## src/rtl/pwm_demod.sv

```systemverilog
// Differential PWM demodulator: per-frame high-time measurement, signed sample
// rebuild, and hysteretic rising zero-crossing period measurement.
module pwm_demod #(
  parameter int unsigned N    = 8,
  parameter int unsigned PW   = 13,
  parameter int unsigned HYST = 4
) (
  input  logic          clk,
  input  logic          reset,
  input  logic          fs_clk,
  input  logic          pwm_pos,
  input  logic          pwm_neg,
  output logic [N:0]    sample_o,
  output logic          sample_valid,
  output logic [PW-1:0] period_o,
  output logic          period_valid,
  output logic          silent_o
);

  localparam int unsigned SW = N + 1;
  localparam logic [N-1:0]            CNT_MAX  = '1;
  localparam logic [PW-1:0]           PCNT_MAX = '1;
  localparam logic [PW-1:0]           PCNT_PRE = PCNT_MAX - PW'(1);
  localparam logic signed [SW-1:0]    HYST_POS = SW'(HYST);
  localparam logic signed [SW-1:0]    HYST_NEG = -HYST_POS;

  typedef enum logic [1:0] {
    IDLE  = 2'd0,
    ABOVE = 2'd1,
    BELOW = 2'd2
  } state_t;

  logic [N-1:0]  pos_cnt;
  logic [N-1:0]  neg_cnt;
  logic          primed;
  logic [PW-1:0] pcnt;
  logic          have_ref;
  state_t        state;
  state_t        state_next;
  logic          rising_c;
  logic          silence_c;
  logic          ge_c;
  logic          le_c;

  // High-time counters: reload on the strobe, saturate otherwise
  always_ff @(posedge clk or negedge reset) begin
    if (!reset) begin
      pos_cnt <= '0;
      neg_cnt <= '0;
      primed  <= 1'b0;
    end else if (fs_clk) begin
      pos_cnt <= N'(pwm_pos);
      neg_cnt <= N'(pwm_neg);
      primed  <= 1'b1;
    end else begin
      if (pwm_pos && (pos_cnt != CNT_MAX)) pos_cnt <= pos_cnt + N'(1);
      if (pwm_neg && (neg_cnt != CNT_MAX)) neg_cnt <= neg_cnt + N'(1);
    end
  end

  // Sample rebuild; the priming strobe only opens the first frame
  always_ff @(posedge clk or negedge reset) begin
    if (!reset) begin
      sample_o     <= '0;
      sample_valid <= 1'b0;
    end else begin
      sample_valid <= fs_clk && primed;
      if (fs_clk && primed) sample_o <= {1'b0, pos_cnt} - {1'b0, neg_cnt};
    end
  end

  assign ge_c = $signed(sample_o) >= HYST_POS;
  assign le_c = $signed(sample_o) <= HYST_NEG;

  always_ff @(posedge clk or negedge reset) begin
    if (!reset) state <= IDLE;
    else        state <= state_next;
  end

  // Crossing decision; silence overrides the hysteresis state
  always_comb begin
    state_next = state;
    rising_c   = 1'b0;
    silence_c  = 1'b0;
    if (sample_valid) begin
      case (state)
        IDLE: begin
          if (le_c)      state_next = BELOW;
          else if (ge_c) state_next = ABOVE;
        end
        ABOVE: begin
          if (le_c) state_next = BELOW;
        end
        BELOW: begin
          if (ge_c) begin
            state_next = ABOVE;
            rising_c   = 1'b1;
          end
        end
        default: state_next = IDLE;
      endcase
      if (!rising_c && (pcnt == PCNT_PRE)) begin
        silence_c  = 1'b1;
        state_next = IDLE;
      end
    end
  end

  // Period measurement and silence tracking
  always_ff @(posedge clk or negedge reset) begin
    if (!reset) begin
      pcnt         <= '0;
      have_ref     <= 1'b0;
      period_o     <= '0;
      period_valid <= 1'b0;
      silent_o     <= 1'b1;
    end else begin
      period_valid <= 1'b0;
      if (sample_valid) begin
        if (rising_c) begin
          pcnt         <= '0;
          have_ref     <= 1'b1;
          silent_o     <= 1'b0;
          period_valid <= have_ref;
          if (have_ref) period_o <= pcnt + PW'(1);
        end else begin
          if (pcnt != PCNT_MAX) pcnt <= pcnt + PW'(1);
          if (silence_c) begin
            have_ref <= 1'b0;
            silent_o <= 1'b1;
          end
        end
      end
    end
  end

endmodule

```

## config.mk

```make
export PLATFORM = sky130hd
export DESIGN_NAME = pwm_demod
export DESIGN_NICKNAME = d
export VERILOG_FILES = /design/src/rtl/pwm_demod.sv
export SDC_FILE = /design/constraint.sdc
export NUM_CORES = 1
export LEC_CHECK = 0
export ABC_AREA = 1
export CORE_ASPECT_RATIO = 1.2
export CORE_MARGIN = 5
export CORE_UTILIZATION = 35
export DETAILED_ROUTE_END_ITERATION = 16
export PLACE_DENSITY = 0.54
export SLEW_MARGIN = 10
export SYNTH_ARGS = -nofsm -noshare
export SYNTH_HDL_FRONTEND = slang
export SYNTH_SLANG_ARGS = --single-unit
```

## constraint.sdc

```tcl
create_clock -name clk -period 1.4 [get_ports clk]
set_input_delay 0.14 -clock clk [delete_from_list [all_inputs] [get_ports clk]]
set_output_delay 0.14 -clock clk [all_outputs]
set_load 0.02 [all_outputs]
```

==> impl_metrics.ini, run 1 <==
[floorplanning]
die_w_um = 98.20
core_area_sq_um = 9081
ios = 30
dieArea_sq_um = 11370
die_y_um = 115.8
start_util_pct = 35.97
row_count = 38

[timing]
layout_worst_path_cycle_share_pct = 109.0
skew_ns = 0.01088
hold_viol = 0
drv_slew = 0
tns_ns = -1.055
worst_slew_pin_slew_ns = 0.3393
period_minus_slack_ns = 1.526
rsz0062_at_grt = true
maxSlewHeadroom_pct = 77.33
fmax_mhz = 655.2
worst_slack_ns = -0.1264
finalSetupViolCount = 20

[place]
dpl_worst_slack_ns = -0.1624
port_buffers = 29
place_area_sq_um = 4273
place_congestion = 0.8670
hpwlAfterDp_um = 6644
placedCellCount = 648

[critical_path]
worstSetupEndpointType = flip-flop
worstSetupPathType = reg -> reg
r2r_setup_slack_ns = -0.13
rr_worst_depth = 7
cpPeakStageDelay_ns = 0.42
cp_cell_sequence = ha_4, fa_2, inv_2, nand3_2, nand2_2, xnor2_1, o21ai_1
crit_slowest_cell = dfrtp_1
crit_buf_inv = 1
critical_path_required_ns = 1.62
start_kind = flip-flop
crit_family = adder cells
arrival_ns = 1.75
crit_cells = 7
crit_fanout = 4

[global_routing]
first_global_vias = 3275
grt.total_usage_pct = 17.20
overflow = 0
grt_pass1_wl_um = 15360
antenna_found_initial = 0
grt_max_degree = 59

[flow_run]
maxCapViolations = 0

[power_and_ir_drop]
ir_drop_uv = 486.0
power_w = 0.005685
power.switching_w = 0.001930
p_int_w = 0.003755
power_frac_comb_pct = 34.2
total_leakage_power_nw = 2.468
p_sw_share_pct = 33.95
p_clk_share_pct = 29.1
p_seq_share_pct = 36.7
power_density_nw_per_um2 = 1179

[synthesis]
synth_seq_cells = 58
synth_flop_cell = dfrtp_1
syn_nets = 454
yosysWarnings = 0
syn_area_per_cell_sq_um = 7.493
netlist_instances = 436
synth_edf_count = 0
synth_area_sq_um = 3267
synthArstFlopShare_pct = 100.0
yosys.cell_types.count = 32
seq_area_frac_synth_pct = 44.47

[min_path]
min-delay-path-class = in -> async

[drt]
via_per_inst = 4.743
drt-initial-drc-count = 103
routed_wl_um = 9407
route.detailed.drc = 0
first_pass_iters = 4
via_count = 3197
post_drt_wl_per_cell_um = 13.96
ant_nets = 0

[status]
outcome = complete, but fails checks
violations = negative setup slack

[clock_tree]
htreeDepth = 3
cts_buffers = 9
cts_tree = done
clock_latency_ns = 0.35
path_clk_slew_ns = 0.07
clock-sinks = 58
cts_max_path_buffers = 2
cts-root-buf = clkbuf_8

[final_layout]
nNetsFinal = 567
final_area_sq_um = 4821
stdcell_count = 674
drive_above_1_share_pct = 32.85
area_growth_pct = 47.57
num_antenna_cells = 0
-- registers in the layout, indices dropped and copies added (netlist names), 2 cells and up --
| name | cells |
|---|---|
| pcnt | 13 |
| period_o | 13 |
| sample_o | 9 |
| neg_cnt | 8 |
| pos_cnt | 8 |
| state | 2 |
-- worst paths after layout --
path | startpoint | endpoint
max | neg_cnt[0] | sample_o[4]
min | reset | pcnt[4]
max reg2reg | neg_cnt[0] | sample_o[4]
min reg2reg | period_o[11] | period_o[11]
max in group asynchronous | reset | silent_o
min in group clk | period_o[11] | period_o[11]
-- cells in the mapped netlist, types with 2 or more instances --
library cell / number / area, sq um
ha_1: 12 / 150.1
or2_2: 3 / 18.77
dfrtp_1: 57 / 1426
o22ai_1: 2 / 12.51
a21oi_1: 14 / 70.07
nand3_1: 31 / 155.2
o21ai_1: 2 / 10.01
xnor2_1: 4 / 35.03
nor2_1: 34 / 127.6
nand4_1: 14 / 87.58
clkbuf_1: 3 / 11.26
inv_1: 56 / 210.2
nor2_2: 5 / 31.28
xor2_1: 8 / 70.07
nand2_1: 147 / 551.8
nor3_1: 6 / 30.03
o21ai_0: 23 / 115.1
-- per-layer routing --
metal | part of all wire (%) | global-route usage [%] | up-vias
li1 | - | - | 1614
met1 | 40 | 18.90 | 1507
met2 | 53 | 32.20 | 56
met3 | 2.9 | 2.649 | 20
met4 | 3.3 | 8.743 | 0
met5 | 0 | 0 | -
-- power by group through the flow --
stage | clock network (W) | logic (W) | registers, W
2_1_floorplan | 0 | 0.000708 | 0.00230
3_3_place_gp | 0 | 0.00182 | 0.00209
3_5_place_dp | 0 | 0.00184 | 0.00210
4_1_cts | 0.00170 | 0.00182 | 0.00208
5_1_grt | 0.00177 | 0.00215 | 0.00212
6_report | 0.00165 | 0.00195 | 0.00209
-- layout by cell type (no fill, tap or decap), types with 7 or more instances in the layout --
master and instances:
nand2_1 134, dfrtp_2 7, inv_1 40, nor2_1 29
nand3_1 21, xor2_1 8, buf_4 75, dlygate4sd2_1 23
inv_2 13, o21ai_0 11, o21ai_1 12, nand4_1 14
clkbuf_8 12, nand3_2 9, ha_4 8, a21oi_1 9
nand2_2 10, dfrtp_1 50
-- final cells by class --
| class | count | area [sq um] |
|---|---|---|
| clock buffers | 14 | 172.7 |
| clock inverters | 2 | 35.03 |
| fillers | 880 | 4260 |
| inverters | 57 | 221.5 |
| multi-input cells | 314 | 1888 |
| flip-flops and latches | 58 | 1461 |
| well taps | 120 | 150.1 |
| repair buffers | 109 | 892.1 |
-- logic make-up (layout without fill, tap and decap cells) --
family,Yosys count,after routing,share of synthesized area (%)
buf+inv,64,182,7.889
xor+xnor,12,12,3.217
fa+ha+maj,13,13,5.209
compound gates,44,44,7.086
simple gates,245,245,32.13
flops,58,58,44.47
-- stage by stage --
stage	utilization (%)	hold WS, ns
final	53.09	0.3460
after global routing	53.09	0.3799
after CTS	50.62	0.3419
after detailed placement	47.05	0.1729
after global placement	47.05	0.1720
after floorplan	-	-0.1556
-- worst reg2reg max path, stage by stage (launching register included) --
cell	delay, ns
dfrtp_1	0.42
ha_4	0.19
fa_2	0.34
inv_2	0.09
nand3_2	0.06
nand2_2	0.07
xnor2_1	0.14
o21ai_1	0.09
-- what timing repair did --
action / CTS / global route
gates resized for setup: 54 / 61
buffers inserted: 5 / 5
pin swaps: 12 / 17
endpoints found under the hold margin: 57 / 0
hold buffers: 1 / 0
endpoints found under the setup margin: 71 / 54
(Power assumes the default switching activity.)
==> inputs of run 2 (changes only) <==
--- a/config.mk
+++ b/config.mk
@@ -8,9 +8,9 @@
 export ABC_AREA = 1
 export CORE_ASPECT_RATIO = 1.2
 export CORE_MARGIN = 5
-export CORE_UTILIZATION = 35
+export CORE_UTILIZATION = 50
 export DETAILED_ROUTE_END_ITERATION = 16
-export PLACE_DENSITY = 0.54
+export PLACE_DENSITY = 0.73
 export SLEW_MARGIN = 10
 export SYNTH_ARGS = -nofsm -noshare
 export SYNTH_HDL_FRONTEND = slang
==> impl_metrics.ini, run 2 (synthesis results as in run 1) <==
[critical_path]
cp_cell_sequence = ha_4, a21oi_1, or2_2, nand3_1, nand2_1, nand3_1, nand2_1
cpPeakStageDelay_ns = 0.44
critical_path_required_ns = 1.63
worstSetupPathType = reg -> reg
crit_slowest_cell = dfrtp_1
start_kind = flip-flop
crit_fanout = 3
worstSetupEndpointType = flip-flop
arrival_ns = 1.74

[clock_tree]
cts_tree = done
cts_buffers = 9
clock-sinks = 58
htreeDepth = 3
cts_max_path_buffers = 2
path_clk_slew_ns = 0.07
clock_latency_ns = 0.34
cts-root-buf = clkbuf_8

[final_layout]
top_regs = pcnt x13, period_o x13, sample_o x9
num_antenna_cells = 0
area_growth_pct = 46.53
nNetsFinal = 563
final_util_pct = 74.73
drive_above_1_share_pct = 34.36
stdcell_count = 635
final_common_cell = nand2_1
mostFrequentLayoutCells = 121 x nand2_1, 66 x buf_4, 50 x dfrtp_1, 42 x inv_1, 26 x nor2_1

[power_and_ir_drop]
p_sw_share_pct = 36.09
power_density_nw_per_um2 = 1200
power_frac_comb_pct = 35.5
p_clk_share_pct = 27.8
power.switching_w = 0.002073
ir_drop_uv = 977.4
p_seq_share_pct = 36.7
total_leakage_power_nw = 2.511
p_int_w = 0.003671

[drt]
via_per_inst = 5.274
drt-initial-drc-count = 165
first_pass_iters = 7
ant_nets = 0
post_drt_wl_per_cell_um = 14.89
routed_wl_um = 9458
via_count = 3349
route.detailed.drc = 0

[floorplanning]
ios = 30
die_w_um = 83.79
row_count = 32
die_y_um = 98.55
core_area_sq_um = 6406
start_util_pct = 51.00
dieArea_sq_um = 8257

[global_routing]
antenna_found_initial = 0
grt_max_degree = 59
overflow = 0
grt_pass1_wl_um = 14400
first_global_vias = 3335
grt.total_usage_pct = 21.68

[timing]
layout_worst_path_cycle_share_pct = 108.0
hold_viol = 0
tns_ns = -0.9635
maxSlewHeadroom_pct = 74.51
period_minus_slack_ns = 1.513
worst_slew_pin_slew_ns = 0.3819
finalSetupViolCount = 28
worst_slack_ns = -0.1125
drv_slew = 0
rsz0062_at_grt = true
fmax_mhz = 661.2
skew_ns = 0.008520

[min_path]
min-delay-path-class = in -> async

[place]
hpwlAfterDp_um = 6398
place_congestion = 0.9035
placedCellCount = 605
port_buffers = 29
dpl_worst_slack_ns = -0.1022

[status]
outcome = complete, but fails checks
violations = negative setup slack

[flow_run]
maxCapViolations = 0
## run 2: cell type report
class	instances	area (sq um)
clock buffers	10	137.6
clock inverters	6	66.31
fillers	444	1619
inverters	57	219.0
multi-input cells	315	1928
flip-flops and latches	58	1461
well taps	85	106.4
repair buffers	104	868.3
## run 2: worst paths after layout
kind                         startpoint            to  slack [ns]  cells after the start
max reg2reg                  pos_cnt[3]   sample_o[6]       -0.11                      7
max in group asynchronous         reset      silent_o        0.76                      3
min reg2reg                period_o[11]  period_o[11]        0.46                      2
max                          pos_cnt[3]   sample_o[6]       -0.11                      7
min                               reset       pcnt[5]        0.32                      3
min in group clk           period_o[11]  period_o[11]        0.46                      2
## run 2: power by group through the flow
stage          Sequential [W]  Clock (W)  Combinational [W]
2_1_floorplan         0.00230          0           0.000708
3_3_place_gp          0.00209          0            0.00172
3_5_place_dp          0.00211          0            0.00177
4_1_cts               0.00207    0.00161            0.00178
5_1_grt               0.00214    0.00171            0.00222
6_report              0.00211    0.00160            0.00204
## run 2: routing by layer
metal,wire length [um],vias up,GRT usage [%]
met1,3532,1563,22.97
met5,0,-,0
met3,480,37,3.679
met4,437,0,12.13
met2,5008,138,40.29
li1,-,1611,-
## run 2: worst max-delay path, delay by kind of cell, from the launching register on
family,cells,cell delay [ns]
DFF,1,0.44
adders and majority gates,1,0.32
and+or+nand+nor,5,0.56
AOI/OAI and AO/OA,1,0.10
## run 2: metrics by stage
stage          cell area (sq um)  total power (W)  hold WS (ns)
3_3_place_gp                4169         0.003814        0.1652
3_5_place_dp                4169         0.003874        0.1619
2_1_floorplan               3333         0.003005       -0.1556
4_1_cts                     4466         0.005459        0.3391
6_report                    4787         0.005744        0.3219
5_1_grt                     4787         0.006075        0.3718
## run 2: what timing repair did
item / in CTS / in global routing
setup buffers: 4 / 8
endpoints found under the hold margin: 57 / 0
pin swaps: 9 / 28
gates resized for setup: 50 / 80
hold buffers: 1 / 0
setup endpoints to repair: 74 / 52
gates cloned: 0 / 1
